--- config.mk ---
export PLATFORM = sky130hd
export DESIGN_NAME = contador_updown_bcd
export DESIGN_NICKNAME = d
export VERILOG_FILES = /design/src/rtl/contador_updown_bcd.sv
export SDC_FILE = /design/constraint.sdc
export NUM_CORES = 1
export LEC_CHECK = 0
export CORE_UTILIZATION = 51
export CTS_CLUSTER_SIZE = 25
export DETAILED_ROUTE_END_ITERATION = 16
export GPL_ROUTABILITY_DRIVEN = 0
export PLACE_DENSITY_LB_ADDON = 0.3
export SETUP_SLACK_MARGIN = 0.15
export SLEW_MARGIN = 10
export SYNTH_ARGS = -nofsm -noshare
export SYNTH_HDL_FRONTEND = slang
export SYNTH_SLANG_ARGS = --single-unit
--- constraint.sdc ---
create_clock -name clk -period 3.7 [get_ports clk]
set_input_delay 0.37 -clock clk [delete_from_list [all_inputs] [get_ports clk]]
set_output_delay 0.37 -clock clk [all_outputs]
set_load 0.005 [all_outputs]
--- src/rtl/contador_updown_bcd.sv ---
`default_nettype none
// ============================================================================
//  contador_updown_bcd
//  Debounced push-button up/down modulo counter with preset load and
//  terminal-count pulse, driving two active-low 7-segment digits.
//  Revision: 1.0
// ============================================================================
module contador_updown_bcd #(
   parameter int N         = 6,
   parameter int MAX_VAL   = 59,
   parameter int DB_CYCLES = 4,
   parameter int WRAP      = 1
) (
   input  logic         clk,
   input  logic         reset,
   input  logic [N-1:0] initial_value,
   input  logic         load,
   input  logic         up_down,
   input  logic         step,
   output logic [N-1:0] count,
   output logic         tc,
   output logic [6:0]   seg1,
   output logic [6:0]   seg0
);

   localparam int DB_W = (DB_CYCLES > 1) ? $clog2(DB_CYCLES) : 1;
   localparam logic [DB_W-1:0] c_db_last = DB_W'(DB_CYCLES - 1);
   localparam logic [N-1:0]    c_max     = N'(MAX_VAL);

   logic            s1_q, s1_d;
   logic            s2_q, s2_d;
   logic            level_q, level_d;
   logic [DB_W-1:0] db_cnt_q, db_cnt_d;
   logic            prev_q, prev_d;
   logic            pulse_q, pulse_d;
   logic [N-1:0]    count_q, count_d;
   logic            tc_q, tc_d;

   logic [6:0]      w_cnt7;
   logic [6:0]      w_tens;
   logic [6:0]      w_units;

   // Synchroniser, debouncer and rising-edge detector
   always_comb begin
      s1_d     = step;
      s2_d     = s1_q;
      level_d  = level_q;
      db_cnt_d = '0;
      if (s2_q != level_q) begin
         if (db_cnt_q == c_db_last) begin
            level_d  = s2_q;
            db_cnt_d = '0;
         end else begin
            db_cnt_d = db_cnt_q + DB_W'(1);
         end
      end
      prev_d  = level_q;
      pulse_d = level_q & ~prev_q;
   end

   // Load outranks a step pulse arriving on the same edge
   always_comb begin
      count_d = count_q;
      tc_d    = 1'b0;
      if (load) begin
         count_d = (initial_value > c_max) ? c_max : initial_value;
      end else if (pulse_q) begin
         if (up_down) begin
            if (count_q == c_max) begin
               count_d = (WRAP != 0) ? '0 : c_max;
               tc_d    = 1'b1;
            end else begin
               count_d = count_q + N'(1);
            end
         end else begin
            if (count_q == '0) begin
               count_d = (WRAP != 0) ? c_max : '0;
               tc_d    = 1'b1;
            end else begin
               count_d = count_q - N'(1);
            end
         end
      end
   end

   always_ff @(posedge clk or negedge reset) begin
      if (!reset) begin
         s1_q     <= 1'b0;
         s2_q     <= 1'b0;
         level_q  <= 1'b0;
         db_cnt_q <= '0;
         prev_q   <= 1'b0;
         pulse_q  <= 1'b0;
         count_q  <= '0;
         tc_q     <= 1'b0;
      end else begin
         s1_q     <= s1_d;
         s2_q     <= s2_d;
         level_q  <= level_d;
         db_cnt_q <= db_cnt_d;
         prev_q   <= prev_d;
         pulse_q  <= pulse_d;
         count_q  <= count_d;
         tc_q     <= tc_d;
      end
   end

   function automatic logic [6:0] seg_of(input logic [6:0] d);
      logic [6:0] s;
      case (d)
         7'd0:    s = 7'b1000000;
         7'd1:    s = 7'b1111001;
         7'd2:    s = 7'b0100100;
         7'd3:    s = 7'b0110000;
         7'd4:    s = 7'b0011001;
         7'd5:    s = 7'b0010010;
         7'd6:    s = 7'b0000010;
         7'd7:    s = 7'b1111000;
         7'd8:    s = 7'b0000000;
         7'd9:    s = 7'b0010000;
         default: s = 7'b1111111;
      endcase
      return s;
   endfunction

   // Count never exceeds 99, so seven bits hold it for any legal N
   always_comb begin
      w_cnt7  = 7'(count_q);
      w_tens  = w_cnt7 / 7'd10;
      w_units = w_cnt7 % 7'd10;
   end

   assign count = count_q;
   assign tc    = tc_q;
   assign seg1  = seg_of(w_tens);
   assign seg0  = seg_of(w_units);

endmodule
`default_nettype wire
==> impl_summary.log <==
INFO  metric run_status = finished, final reports clean
INFO  metric timing.critical_path.fanout_max = 5
INFO  metric grt_first_pass_wirelength = 7.71 mm
INFO  metric class_of_the_most_critical_setup_path = reg -> out
INFO  metric maximum_frequency_from_static_timing_analysis = 279 MHz
INFO  metric syn_area_per_cell = 8.20 µm²
INFO  metric whs_path_depth = 0
INFO  metric final_net_count = 279
INFO  metric synth_cells = 200
INFO  metric drt-vias-per-instance = 5.90
INFO  metric cts_sinks = 14
INFO  metric antenna_found_initial = 0
INFO  metric ff_to_ff_setup_slack = 1700 ps
INFO  metric postLayoutCellArea = 0.00231 mm²
INFO  metric route.vias.total = 1,752
INFO  metric worst-path-stages = 13
INFO  metric power.density_cell_area = 845 mW/mm²
INFO  metric synth_top_flop_cell = dfrtp_1
INFO  metric detail_route.drc_violations = 0
INFO  metric dp_hpwl = 3.32 mm
INFO  metric top_level_ports = 32
INFO  metric slowest_stage_delay_cp = 440 ps
INFO  metric static-leakage-power = 1.01 nW
INFO  metric timing.critical_path.slowest_stage_cell = dfrtp_2
INFO  metric finalSetupViolations = 0
INFO  metric synth.area.top_cells = dfrtp_1 21%, ha_1 11%, o21ai_0 4.3%
INFO  metric synth.ff_latch_count = 14
INFO  metric synth_fp_nets = 225
INFO  metric synth.top_cell.area_share = 21.4%
INFO  metric synth_edf_count = 0
INFO  metric layout-drive-gt1-share = 26.1%
INFO  metric wire_per_inst = 16.3 µm
INFO  metric final_period_minus_worst_setup_slack = 3580 ps
INFO  metric clk-insertion-delay-late = 280 ps
INFO  metric holdBufCountCts = 0
INFO  metric ys.warnings.count = 0
INFO  metric grt_setup_unrepaired = true
INFO  metric path_clk_slew = 80 ps
INFO  metric initial_core_util = 53.7%
INFO  metric n_diodes = 0
INFO  metric synth_cell_types = 57
INFO  metric clock-root-buffer = clkbuf_4
INFO  metric cell_chain_of_the_critical_path = nand2b_4, o211ai_1, o31ai_4, ha_4, nor2b_4, a2111oi_4, a221o_1, nor3_2, or2_4, buf_4, ha_4, a221o_1, clkbuf_2
INFO  metric layout_skew = 4.83 ps
INFO  metric drtPass1Iterations = 5
INFO  metric synth_seq_area_share = 21.4%
INFO  metric grt_pass1_vias = 1,700
INFO  metric place.detailed.instances = 280
INFO  metric endpoint_kind = output port
INFO  metric pin_count_of_the_biggest_net_entering_global_routing = 15
INFO  metric floorplan.die_area = 0.00344 mm²
INFO  metric number_of_h_tree_levels = 1
INFO  metric final.hold.worst_slack = 375 ps
INFO  metric crit_buf_inv = 2
INFO  metric most_frequent_cell_after_synthesis = nand2_1
INFO  metric cpLargestDelayFamily = compound AO/OA/AOI/OAI gates
INFO  metric worst_ep_required_time = 3330 ps
INFO  metric die_x = 58.7 µm
INFO  metric detailedRoute.firstIterationViolations = 135
INFO  metric placement.io_buffers = 31
INFO  metric ir_worst_vdd = 0.336 mV
INFO  metric numCtsBuffers = 3
INFO  metric clockBufferDepth = 2
INFO  metric timing.final.max_slew_violations = 0
INFO  metric yosys-top-cells-count = 15 x nand2_1, 14 x dfrtp_1, 14 x ha_1, 14 x o21ai_0, 12 x nor2_1
INFO  metric core_region_area = 0.00305 mm²
INFO  metric worst_pin_slew = 623 ps
INFO  metric cts_tree = done
INFO  metric filler_cell_count = 223
INFO  metric timing.slew.headroom = 58.4%
INFO  metric area_growth_syn_to_layout = 41.2%
INFO  metric die_y = 58.7 µm
INFO  metric cp-start-kind = register
INFO  metric track_usage = 29.3%
INFO  metric mappedNetlistArea = 0.00164 mm²
INFO  metric rr_worst_depth = 8
INFO  metric utilization = 75.8%
INFO  metric globalRouteOverflowTotal = 0
INFO  metric timing.final.hold_violations = 0
INFO  metric post-route-period-util = 96.8%
INFO  metric ant_nets = 0
INFO  metric placement_rows = 20
INFO  metric min-delay-path-class = reg -> reg
INFO  metric synth-async-reset-ratio = 100%
INFO  metric worst_ep_arrival_time = 3210 ps
INFO  metric drv.max_cap_violation_count = 0
INFO  metric placedInstanceArea = 0.00205 mm²
INFO  metric final-instance-count-excl-fill = 297
INFO  metric yosys.area.top_type = dfrtp_1
INFO  metric sum_of_routed_wire_length_over_all_layers = 4.84 mm
==> worst reg2reg max path: stages, from the launching register on <==
cell and delay [ps]:
dfrtp_2 440, buf_6 120, buf_4 150, or4_1 550, a21boi_0 150, o221ai_1 180, o21ai_1 90, a21oi_1 150
a21o_1 100
==> layout by cell type, fill, tap and decap left out, drive strengths merged, types with 5 or more instances in the layout <==
| cell type | Yosys | layout |
|---|---|---|
| nor2b | 9 | 9 |
| nand2 | 16 | 16 |
| o21ai | 22 | 22 |
| nand3 | 7 | 7 |
| and3 | 5 | 5 |
| dlygate4sd2 | 0 | 8 |
| a221oi | 5 | 5 |
| o211ai | 5 | 5 |
| ha | 14 | 14 |
| nor2 | 13 | 13 |
| dfrtp | 14 | 14 |
| inv | 9 | 9 |
| a21oi | 11 | 11 |
| clkbuf | 5 | 6 |
| clkdlybuf4s50 | 0 | 17 |
| buf | 9 | 33 |
==> power by group <==
group / internal [mW] / leakage (nW) / switching [mW]
Clock: 0.0599 / 0.0210 / 0.0478
Sequential: 0.200 / 0.168 / 0.0562
Combinational: 0.794 / 0.817 / 0.798
==> final cells by class <==
type	instances	area [µm²]	share of cell area [%]
Clock buffer	4	36.3	1.57
Multi-Input combinational cell	163	1290	55.6
Sequential cell	14	353	15.2
Inverter	9	36.3	1.57
Tap cell	44	55.1	2.38
Timing Repair Buffer	63	548	23.7
==> per-stage QoR <==
stage | setup WS, ps | TNS, ps | total power, mW
after floorplan | 314 | 0 | 1.05
after global placement | 69.6 | 0 | 1.55
after detailed placement | -47.3 | -71.9 | 1.61
after CTS | 133 | 0 | 1.79
after global routing | -18.6 | -18.6 | 2.10
final | 119 | 0 | 1.96
==> layer usage <==
layer | global-route usage (%) | vias up | wire (µm)
met1 | 31.7 | 825 | 1930
met2 | 57.1 | 64 | 2630
li1 | - | 847 | -
met4 | 12.6 | 0 | 118
met3 | 2.86 | 16 | 160
met5 | 0 | - | 0
==> path summary, 6_finish.rpt <==
| kind | to | from |
|---|---|---|
| worst max-delay path | seg0[6] | count[2] |
| worst min-delay path | s2_q | s1_q |
| worst max register to register | count[3] | count[2] |
| worst min register to register | s2_q | s1_q |
| max in group asynchronous | count[2] | reset |
| min in group asynchronous | count[0] | reset |
==> state kept, by name (all words and copies together) (netlist names) <==
register / flops
pulse_q: 1
level_q: 1
count: 6
db_cnt_q: 2
s1_q: 1
prev_q: 1
tc: 1
s2_q: 1
==> cell families after synthesis <==
group / Yosys count / synth area share, %
XOR/XNOR: 5 / 2.67
multiplexers: 1 / 0.687
flip-flops: 14 / 21.4
buffers and inverters: 23 / 7.79
adder cells (fa/ha/maj): 14 / 10.7
AND/OR/NAND/NOR: 73 / 24.7
AO/OA/AOI/OAI: 70 / 32.1
==> repair_timing <==
item                                   in CTS  in global routing
setup buffers                               7                  6
endpoints found under the hold margin       0                  0
resized for setup                          32                 19
setup endpoints to repair                  14                 10
pin swaps                                   7                  9
Power figures use the tool's default switching activity.
==> variant, RTL diff (config.mk and constraints unchanged) <==
`WRAP`: 1 -> 0.
--- a/src/rtl/contador_updown_bcd.sv
+++ b/src/rtl/contador_updown_bcd.sv
@@ -9,7 +9,7 @@
    parameter int N         = 6,
    parameter int MAX_VAL   = 59,
    parameter int DB_CYCLES = 4,
-   parameter int WRAP      = 1
+   parameter int WRAP      = 0
 ) (
    input  logic         clk,
    input  logic         reset,
Check against the original RTL: not equivalent (a bounded check fails within 10 cycles, from zero or initial values and one cycle with reset low).
==> variant against the original RTL <==
First-iteration DRC count fell by 2.2%. Setup slack got worse by 3.2 ps. Wire length rose by 17%. Total power fell by 18%. Combinational power fell by 22%. Register-to-register slack got worse by 310 ps. Count of clock-buffer cells in the layout did not move. Non-clock buffer count fell by 1. Area after synthesis fell by 4.8%. Sequential cell count did not move. Maximum frequency barely moved. Via count rose by 0.80%. Cell area fell by 1.1%. Critical endpoint unchanged. Largest cell class unchanged.
==> variant: results (changes against the original RTL) <==
| Metric | Value |
|---|---|
| Outcome | `finished, final reports clean` |
| Number of cells on the worst reg-to-reg path | `7 (-1)` |
| Met3 wire length | `438 um (+170%)` |
| Vias in the first global route | `1637 (-3.7%)` |
| Vias/cell | `6.74 (+14%)` |
| Peak supply drop | `604 uV (+80%)` |
| Sequential area share after synthesis | `22.5% (+1.1 points)` |
| R2r startpoint | `count[0]` |
| WHS | `356 ps (-18.4 ps)` |
| CTS resizes | `37 (+16%)` |
| GR Layer Usage met1 | `38.8% (+7.1 points)` |
| Layout cells sized above 1 | `34.2% (+8.1 points)` |
| Largest net degree at the start of global routing | `23 (+8)` |
| Post-Synth XOR/XNOR Area | `2.73% (+0.055 points)` |
| Multiplexer share of the synthesized area | `6.90% (+6.2 points)` |
| GRT met2 Usage | `57.6% (+0.50 points)` |
| Fillers | `155 (-30%)` |
| GRT Resource Usage Total | `32.5% (+3.3 points)` |
| Post-synthesis adder-cell area fraction | `11.2% (+0.54 points)` |
| Flop-to-flop setup slack | `1390 ps (-310 ps)` |
| Post-DP HPWL | `2.83 mm (-15%)` |
| Initial drt markers | `132 (-2.2%)` |
| Cell variety after synth | `63 (+11%)` |
| Vias | `1766 (+0.80%)` |
| Most instantiated cells after synthesis | `15 x nand2_1, 14 x dfrtp_1, 14 x ha_1` |
| Final Skew | `7.35 ps (+2.52 ps)` |
| Met2 WL post-DR | `2.84 mm (+7.9%)` |
| Total CTS buffers | `3 (unchanged)` |
| Place WS | `36.3 ps (+83.6 ps)` |
| PD cells | `697 mW/mm^2 (-17%)` |
| Syn Inst Count | `175 (-13%)` |
| Syn_nets | `200 (-11%)` |
| GR Util met3 | `7.26% (+4.4 points)` |
| Crit-path max cell delay | `470 ps (+30 ps)` |
| Clock latency on the worst-skew pair | `300 ps (+20 ps)` |
| Worst setup path start | `count[3]` |
| Tightest Pin Transition | `626 ps (+3.72 ps)` |
## variant: cell count changes in the layout (fill, tap and decap cells not counted), moves of 3 or more
cell / delta
a221oi_1: -4
and3_1: -3
buf_2: +4
buf_4: -7
buf_6: +3
dlygate4sd2_1: -5
mux2i_1: +6
nor2_1: -6
nor2b_1: -3
o21ai_0: -5
## variant: power breakdown
part	internal, mW	switching, mW
combinational	0.626	0.610
clock	0.0600	0.0583
sequential	0.193	0.0495
## variant: cells by family (layout without fill, tap and decap cells)
| group | count (synthesis) | count (layout) |
|---|---|---|
| and+or+nand+nor | 62 | 62 |
| xor gates and xnor gates | 4 | 4 |
| adders and majority gates | 14 | 14 |
| DFF | 14 | 14 |
| AOI/OAI and AO/OA | 52 | 52 |
| muxes | 10 | 10 |
| buffers and inverters | 19 | 75 |
## variant: final cells by class
cell class | count | share of cell area, %
clock buffers | 4 | 1.58
inverters | 9 | 1.53
multi-input cells | 142 | 54.7
flip-flops and latches | 14 | 15.4
well taps | 31 | 1.69
repair buffers | 62 | 25.1
